--- src/rtl/cfi_shadow_stack_ctrl.sv ---
// Commit-stage CFI controller: queues call/return events from the commit ports and
// checks them one per cycle against a private shadow return-address stack.
module cfi_shadow_stack_ctrl #(
    parameter int NR_PORTS = 2,
    parameter int XLEN     = 64,
    parameter int SS_DEPTH = 16,
    parameter int Q_DEPTH  = 4
) (
    input  logic                       clk_i,
    input  logic                       rst_i,
    input  logic                       enable_i,
    input  logic [NR_PORTS-1:0]        ev_valid_i,
    input  logic [NR_PORTS-1:0]        ev_call_i,
    input  logic [NR_PORTS-1:0]        ev_ret_i,
    input  logic [NR_PORTS*XLEN-1:0]   ev_link_i,
    input  logic [NR_PORTS*XLEN-1:0]   ev_target_i,
    output logic                       ev_ready_o,
    output logic                       alert_o,
    output logic [1:0]                 alert_cause_o,
    output logic [XLEN-1:0]            alert_addr_o,
    input  logic                       alert_ack_i,
    output logic [$clog2(SS_DEPTH):0]  depth_o,
    output logic                       busy_o
);

    localparam int QW = $clog2(Q_DEPTH);
    localparam int SW = $clog2(SS_DEPTH);
    localparam logic [QW:0] READY_MAX = (QW+1)'(Q_DEPTH - NR_PORTS);
    localparam logic [QW:0] Q_ONE     = (QW+1)'(1);
    localparam logic [SW:0] SS_FULL   = (SW+1)'(SS_DEPTH);
    localparam logic [SW:0] SP_ONE    = (SW+1)'(1);

    localparam logic [1:0] CAUSE_NONE     = 2'b00;
    localparam logic [1:0] CAUSE_MISMATCH = 2'b01;
    localparam logic [1:0] CAUSE_UNDER    = 2'b10;
    localparam logic [1:0] CAUSE_OVER     = 2'b11;

    typedef enum logic [1:0] {RUN, ALERT, FLUSH} state_t;

    typedef struct packed {
        logic            call;
        logic            ret;
        logic [XLEN-1:0] link;
        logic [XLEN-1:0] target;
    } entry_t;

    state_t          state, state_nxt;
    entry_t          q_mem [Q_DEPTH];
    logic [QW-1:0]   rd_ptr, wr_ptr;
    logic [QW:0]     q_count;
    logic [XLEN-1:0] stack [SS_DEPTH];
    logic [SW:0]     sp, sp_nxt;
    logic [SW-1:0]   sp_top;
    logic [1:0]      cause, cause_nxt;
    logic [XLEN-1:0] addr, addr_nxt;

    entry_t          head;
    logic            deq;
    logic            flush;
    logic            push_we;
    logic [SW-1:0]   push_idx;

    logic [NR_PORTS-1:0] enq_en;
    logic [QW-1:0]       enq_idx [NR_PORTS];
    logic [QW:0]         enq_cnt;

    // Handshake: a bundle presented on ev_valid_i is taken whole on an edge where
    // ev_ready_o is high; with ev_ready_o low the bundle is dropped, not held.
    assign ev_ready_o = (state == RUN) && (q_count <= READY_MAX);

    always_comb begin
        enq_cnt = '0;
        for (int i = 0; i < NR_PORTS; i++) begin
            enq_en[i]  = ev_ready_o && ev_valid_i[i] && (ev_call_i[i] || ev_ret_i[i]);
            enq_idx[i] = wr_ptr + enq_cnt[QW-1:0];
            if (enq_en[i]) enq_cnt = enq_cnt + Q_ONE;
        end
    end

    assign head   = q_mem[rd_ptr];
    assign sp_top = sp[SW-1:0] - SW'(1);

    always_comb begin
        state_nxt = state;
        sp_nxt    = sp;
        cause_nxt = cause;
        addr_nxt  = addr;
        deq       = 1'b0;
        flush     = 1'b0;
        push_we   = 1'b0;
        push_idx  = sp[SW-1:0];
        case (state)
            RUN: begin
                if (q_count != '0) begin
                    deq = 1'b1;
                    if (enable_i) begin
                        if (head.ret && sp == '0) begin
                            state_nxt = ALERT;
                            cause_nxt = CAUSE_UNDER;
                            addr_nxt  = head.target;
                        end else if (head.ret && stack[sp_top] != head.target) begin
                            state_nxt = ALERT;
                            cause_nxt = CAUSE_MISMATCH;
                            addr_nxt  = head.target;
                        end else if (head.call && !head.ret && sp == SS_FULL) begin
                            state_nxt = ALERT;
                            cause_nxt = CAUSE_OVER;
                            addr_nxt  = head.link;
                        end else if (head.call) begin
                            // A coroutine entry pops and pushes into the same slot.
                            push_we  = 1'b1;
                            push_idx = head.ret ? sp_top : sp[SW-1:0];
                            if (!head.ret) sp_nxt = sp + SP_ONE;
                        end else if (head.ret) begin
                            sp_nxt = sp - SP_ONE;
                        end
                    end
                end
            end
            ALERT: begin
                if (alert_ack_i) begin
                    state_nxt = FLUSH;
                    flush     = 1'b1;
                    cause_nxt = CAUSE_NONE;
                    addr_nxt  = '0;
                end
            end
            FLUSH: state_nxt = RUN;
            default: state_nxt = RUN;
        endcase
        if (!enable_i || flush) sp_nxt = '0;
    end

    always_ff @(posedge clk_i) begin
        if (rst_i) begin
            state   <= RUN;
            rd_ptr  <= '0;
            wr_ptr  <= '0;
            q_count <= '0;
            sp      <= '0;
            cause   <= CAUSE_NONE;
            addr    <= '0;
        end else begin
            state <= state_nxt;
            sp    <= sp_nxt;
            cause <= cause_nxt;
            addr  <= addr_nxt;
            if (flush) begin
                rd_ptr  <= '0;
                wr_ptr  <= '0;
                q_count <= '0;
            end else begin
                rd_ptr  <= rd_ptr + QW'(deq);
                wr_ptr  <= wr_ptr + enq_cnt[QW-1:0];
                q_count <= q_count + enq_cnt - (QW+1)'(deq);
            end
        end
    end

    // Storage arrays carry no reset; occupancy is tracked by the pointers and sp.
    always_ff @(posedge clk_i) begin
        for (int i = 0; i < NR_PORTS; i++) begin
            if (enq_en[i]) begin
                q_mem[enq_idx[i]] <= '{call:   ev_call_i[i],
                                       ret:    ev_ret_i[i],
                                       link:   ev_link_i[i*XLEN +: XLEN],
                                       target: ev_target_i[i*XLEN +: XLEN]};
            end
        end
        if (push_we) stack[push_idx] <= head.link;
    end

    assign alert_o       = (state == ALERT);
    assign alert_cause_o = cause;
    assign alert_addr_o  = addr;
    assign depth_o       = sp;
    assign busy_o        = (q_count != '0) || (state != RUN);

endmodule

--- config.mk ---
export PLATFORM = sky130hd
export DESIGN_NAME = cfi_shadow_stack_ctrl
export DESIGN_NICKNAME = d
export VERILOG_FILES = /design/src/rtl/cfi_shadow_stack_ctrl.sv
export SDC_FILE = /design/constraint.sdc
export NUM_CORES = 2
export LEC_CHECK = 0
export BUFFER_PORTS_ARGS = -buffer_cell sky130_fd_sc_hd__buf_2
export CAP_MARGIN = 25
export CORE_ASPECT_RATIO = 1.4
export CORE_UTILIZATION = 45
export DETAILED_ROUTE_END_ITERATION = 8
export SETUP_SLACK_MARGIN = 0.4
export SLEW_MARGIN = 5
export SYNTH_ARGS = -nofsm -noshare
export SYNTH_HDL_FRONTEND = slang
export SYNTH_SLANG_ARGS = --single-unit
--- constraint.sdc ---
create_clock -name clk_i -period 13.2 [get_ports clk_i]
set_input_delay 1.32 -clock clk_i [delete_from_list [all_inputs] [get_ports clk_i]]
set_output_delay 1.32 -clock clk_i [all_outputs]
set_load 0.03 [all_outputs]
======== Yosys cells after proc, flatten, opt, wreduce, memory -nomap -nowiden ========
Memories as Yosys holds them, arrays and structs flattened. A register that Yosys moved wholly into a read port is not among the register bits.
Index checks and enable logic that the tools add are counted.
cells by class
  add/sub/neg operators ................... 9
  $lt $le $gt $ge ......................... 1
  equal/unequal tests ..................... 8
  muxes and demuxes ....................... 52
  bitwise operators ....................... 3
  reductions and logical operators ........ 26
operator list
  operator               number
  $mux W64               6
  $pmux W64 S2           1
  $ne A64 B64 Y1         1
  $mux W4                8
  $mux W2                13
  $mux W1                18
  $mux W5                3
  $logic_and A1 B1 Y1    9
  $pmux W2 S2            2
  $reduce_and A8 Y1      1
  $reduce_bool A2 Y1     3
  $add A5 B1 Y5 const B  1
  $eq A5 B5 Y1 const B   1
  $logic_not A5 Y1       1
  $reduce_and A5 Y1      1
  $sub A5 B1 Y5 const B  1
  $add A2 B2 Y2          2
  $logic_or A1 B1 Y1     4
  $ne A2 B1 Y1 const B   2
  $ne A2 B2 Y1 const B   2
  $ne A4 B1 Y1 const B   1
  $reduce_and A4 Y1      1
  $reduce_or A2 Y1       2
  $sub A4 B1 Y4 const B  1
  other kinds (11)       14
storage, ports and cells
  register bits ........................... 80
  bits in writable memories ............... 1,544
  bits of input ports ..................... 266
  output and inout bits ................... 74
  memories ................................ 2
memory list
  name   words  width  read ports  clocked after Yosys merged registers in  wr ports  line  source
  stack  16     64     1           0                                        1         51    logic [XLEN-1:0] stack [SS_DEPTH];
  q_mem  4      130    1           1                                        2         48    entry_t q_mem [Q_DEPTH];

======== Depth between registers and ports, before layout ========
  word-level depth ........................ 11
  depth in mapped cells ................... 23
  gate-level depth less buffers ........... 13

======== Worst setup path before layout ========
OpenSTA, ideal clock, no wires.
  path type ............................... register -> register
  start ................................... register sp[0], in the netlist depth_o[0]
  end ..................................... memory stack[8][0], enable pin
  arrival time ............................ 9,593 ps
  data required time ...................... 12,619 ps
  path slack .............................. 3,025 ps
  cell stages (with the launch flop) ...... 20
  path through ............................ dfxtp_1 buf_6 buf_8 buf_6 buf_6 buf_6 inv_2 ha_1 buf_2 buf_2 buf_1 clkbuf_1 mux4_2 a221oi_1 xnor2_1 nor4_4 nand4_4 nor4_2 nand4_1 a211oi_1
on the way
  word-level cells in the longest chain between the ends .. 11
  elaborated cells on any way between the ends .. 24
  those cells by class .................... add/sub (1); eq/ne (2); mux (16); reduce/logical (4); memory (1)
RTL lines
  what                           line  source
  from (decl)                    52    logic [SW:0] sp, sp_nxt;
  from (signal assigned)         145   sp <= sp_nxt;
  $sub A4 B1 Y4 *                81    assign sp_top = sp[SW-1:0] - SW'(1);
  via sp_top[0]                  53    logic [SW-1:0] sp_top;
  $mem_v2 Z16 W64                n/a
  $ne A64 B64 Y1                 101   end else if (head.ret && stack[sp_top] != head.target) begin
  $logic_and A1 B1 Y1            101
  $mux W1                        101
  $mux W1                        97    if (head.ret && sp == '0) begin
  $mux W1                        96    if (enable_i) begin
  $mux W1                        94    if (q_count != '0) begin
  $mux W1                        92    case (state)
  $mux W1                        170   if (push_we) stack[push_idx] <= head.link;
  $mux W1 (not written as such)  170
  to (decl)                      51
The timed path passes the listed nets; every way through them passes the cells marked *.

======== Worst setup path after layout ========
  start ................................... register sp[1], in the netlist depth_o[1]
  end ..................................... memory stack[9][5], enable pin
on the way
  word-level cells in the longest chain between the ends .. 11
  elaborated cells on any way between the ends .. 24
  those cells by class .................... add/sub (1); eq/ne (2); mux (16); reduce/logical (4); memory (1)
RTL lines
  what                           line
  $sub A4 B1 Y4                  81
  $mem_v2 Z16 W64                n/a
  $ne A64 B64 Y1                 101
  $logic_and A1 B1 Y1            101
  $mux W1                        101
  $mux W1                        97
  $mux W1                        96
  $mux W1                        94
  $mux W1                        92
  $mux W1                        170
  $mux W1 (not written as such)  170
Several ways; a longest one is shown, not always the timed one.

==> reports/results.txt <==
dpl hpwl: 116 mm
DRC: 4
Yosys warnings: 0
chip width: 332 µm
Starting DRT DRC Count: 3016
leading post-synthesis cells by instance count: 1544 x edfxtp_1, 524 x mux2_2, 401 x mux4_2
Layout area overhead: 13.1%
H-tree levels: 4
Area contributors post-synth: edfxtp_1 68%, mux4_2 13%, mux2_2 8.6%, dfxtp_1 2.3%, a221o_1 0.94%
gp weighted congestion: 0.827
Rel. slew slack: 0.277
CTS tree: built
Mean Syn Cell Area: 20.6 µm²
DR vias/cell: 6.00
Pleak: 24.8 nW
Hold Startpoint: alert_cause_o[0]
min setup slack post-route: 5.01 ns
Routed WL per cell: 31.9 µm
Worst-path clk slew: 0.06 ns
Synth area leader: edfxtp_1
syn_nets: 3605
Post-DRT Antenna Nets: 0
IO Port Bufs: 339
arrival time worst endpoint: 8.60 ns
number of primary I/O pins: 340
failing checks: design-rule violations
CP endpoint kind: flop
Post-synth ARST share: 0
family with the most delay on the worst path: simple AND/OR/NAND/NOR gates
pwr/cell area: 202 nW/µm²
top-count cell post-synth: edfxtp_1
Cells on Worst Hold Path: 1
setup bufs post-CTS: 0
Gates resized, CTS repair: 0
drt total wl: 185 mm
skew final: 0.0272 ns
status: finished, violations left
initial antenna violation count: 80
CP max FO: 55
period utilization: 0.621
Nets: 3981
clock tree sinks: 1624
Worst Path Buf+Inv: 3
setup violators final: 0
post-synth top area share: 0.677
max_cap viols: 0
FP Rows: 169
Worst-Margin Slew: 1.08 ns
Worst EP required: 13.61 ns
CP max-delay cell: a21oi_4
die area: 154000 µm²
Setup crit start kind: flop
Setup WS pre-CTS: 4.88 ns
Hold Path Class: reg -> reg
Fin. Hold Viols: 0
drt pass-1 iters: 7
via count: 34.9k
register area share after synthesis: 0.701
Tot GR Track Use: 0.241
Root Buffer: clkbuf_16
initial core utilization: 0.453
worst skew pair latency: 0.80 ns
FF-to-FF path depth: 13
Fmax: 0.122 GHz
peak supply drop: 0.155 mV
minimum clock period: 8.19 ns
vias in the first global route: 35.9k
Worst R2R Setup Slack: 5.01 ns
pin count of the biggest net entering global routing: 127
total global routing overflow: 0
unrepaired setup endpoints after global routing: false
critical path class: reg -> reg
Syn Inst Count: 3325
Fin Setup TNS: 0 ns
maximum clock insertion buffer count: 3
Worst R2R End: stack[9][5]
Netlist cell types: 67
Cell Area, Synth: 68400 µm²
fraction of layout instances using a drive strength above 1: 0.423
Core ar.: 151000 µm²
Yosys reg bits: 1624
Post-synth EDFFs: 1544
Hold Path Sink: alert_cause_o[0]
Top FF cell, synth: edfxtp_1
die height: 463 µm
first-pass GRT wire length: 263 mm
max-slew violations: 0
critical path's largest stage delay: 0.96 ns
R2R Path Start: depth_o[1]
Cell Chain, Critical Path: inv_1 -> ha_4 -> buf_4 -> mux4_2 -> mux4_2 -> xnor2_1 -> nand4_1 -> nor4_2 -> nand2_1 -> nor4_2 -> nand4_1 -> a21oi_4 -> buf_4
total CTS buffers: 148
filler instances: 12.1k
CTS Hold Bufs: 0
==> layout make-up <==
cell class / instances / area [µm²] / share of cell area
clock inverter: 67 / 701 / 0.00905
antenna: 24 / 60.1 / 0.000776
tap: 1966 / 2460 / 0.0318
clock buffer: 201 / 4110 / 0.0531
inverter: 14 / 52.6 / 0.000679
sequential: 1624 / 48000 / 0.620
multi-input combinational: 1496 / 19700 / 0.254
timing repair buffer: 417 / 2380 / 0.0307
==> worst max path at each step <==
stage | startpoint | endpoint | depth (start not counted)
final | depth_o[1] | stack[9][5] | 13
after global routing | depth_o[1] | stack[9][5] | 15
after CTS | depth_o[1] | stack[9][17] | 15
after detailed placement | depth_o[1] | stack[11][9] | 15
after global placement | depth_o[1] | stack[9][6] | 15
after floorplan | depth_o[0] | stack[8][0] | 19
==> power by group <==
| part | total [mW] | internal [mW] | switching, mW |
|---|---|---|---|
| logic | 4.19 | 1.27 | 2.92 |
| registers | 7.12 | 6.96 | 0.161 |
| clock network | 4.33 | 2.43 | 1.90 |
==> state kept, by name (all words and copies together) (netlist names) <==
name,cells
stack,1024
q_mem,520
alert_addr_o,64
depth_o,5
q_count,3
alert_cause_o,2
rd_ptr,2
state,2
wr_ptr,2
==> cells in the final DEF (no fill, tap or decap), types with 12 or more instances in the layout <==
cell | synthesis | layout
inv_1 | 13 | 13
clkinv_2 | 0 | 16
xor2_1 | 16 | 15
diode_2 | 0 | 24
buf_4 | 12 | 71
bufinv_16 | 0 | 12
and2_1 | 70 | 70
nand2_1 | 31 | 29
buf_2 | 28 | 339
edfxtp_1 | 1544 | 1544
a22o_1 | 20 | 20
mux2i_1 | 53 | 53
nor3_1 | 20 | 17
nor4_1 | 13 | 12
dfxtp_1 | 80 | 77
xnor2_1 | 70 | 69
a221o_1 | 64 | 64
a21oi_1 | 19 | 13
clkbuf_1 | 90 | 38
o21ai_0 | 13 | 13
clkbuf_16 | 0 | 153
nand3_1 | 15 | 14
mux4_2 | 401 | 401
mux2_2 | 524 | 524
clkinv_1 | 0 | 20
nor2_1 | 35 | 27
==> metrics by stage <==
step	util	hold WS, ns	total power, mW	cells	instance area [µm²]
2_1_floorplan	-	0.502	9.64	3325	68400
3_3_place_gp	0.479	0.463	11.4	5514	72500
3_5_place_dp	0.480	0.465	11.5	5517	72500
4_1_cts	0.512	0.487	15.8	5785	77300
5_1_grt	0.512	0.496	16.1	5797	77400
6_report	0.512	0.483	15.6	5809	77400
==> kinds of logic (layout without fill, tap and decap cells) <==
group,Yosys count,count (layout),synth area share
flops,1624,1624,0.701
mux,978,978,0.226
simple gates,241,241,0.0207
buf+inv,205,699,0.0161
compound gates,177,177,0.0227
xor+xnor,86,86,0.0110
fa+ha+maj,14,14,0.00278
other cells,0,24,0
==> worst reg2reg max path, cell delays in order, from the launching register on <==
cell,delay (ns)
dfxtp_1,0.69
inv_1,0.23
ha_4,0.88
buf_4,0.73
mux4_2,0.42
mux4_2,0.50
xnor2_1,0.71
nand4_1,0.21
nor4_2,0.63
nand2_1,0.26
nor4_2,0.31
nand4_1,0.47
a21oi_4,0.97
buf_4,0.76
==> layer usage <==
metal,vias to the layer above,GRT usage,share of wire
met3,333,0.0678,0.087
met4,90,0.0801,0.029
met2,1287,0.392,0.49
met5,-,0,0.0030
li1,14649,-,-
met1,18501,0.310,0.39
(Power assumes the default switching activity.)
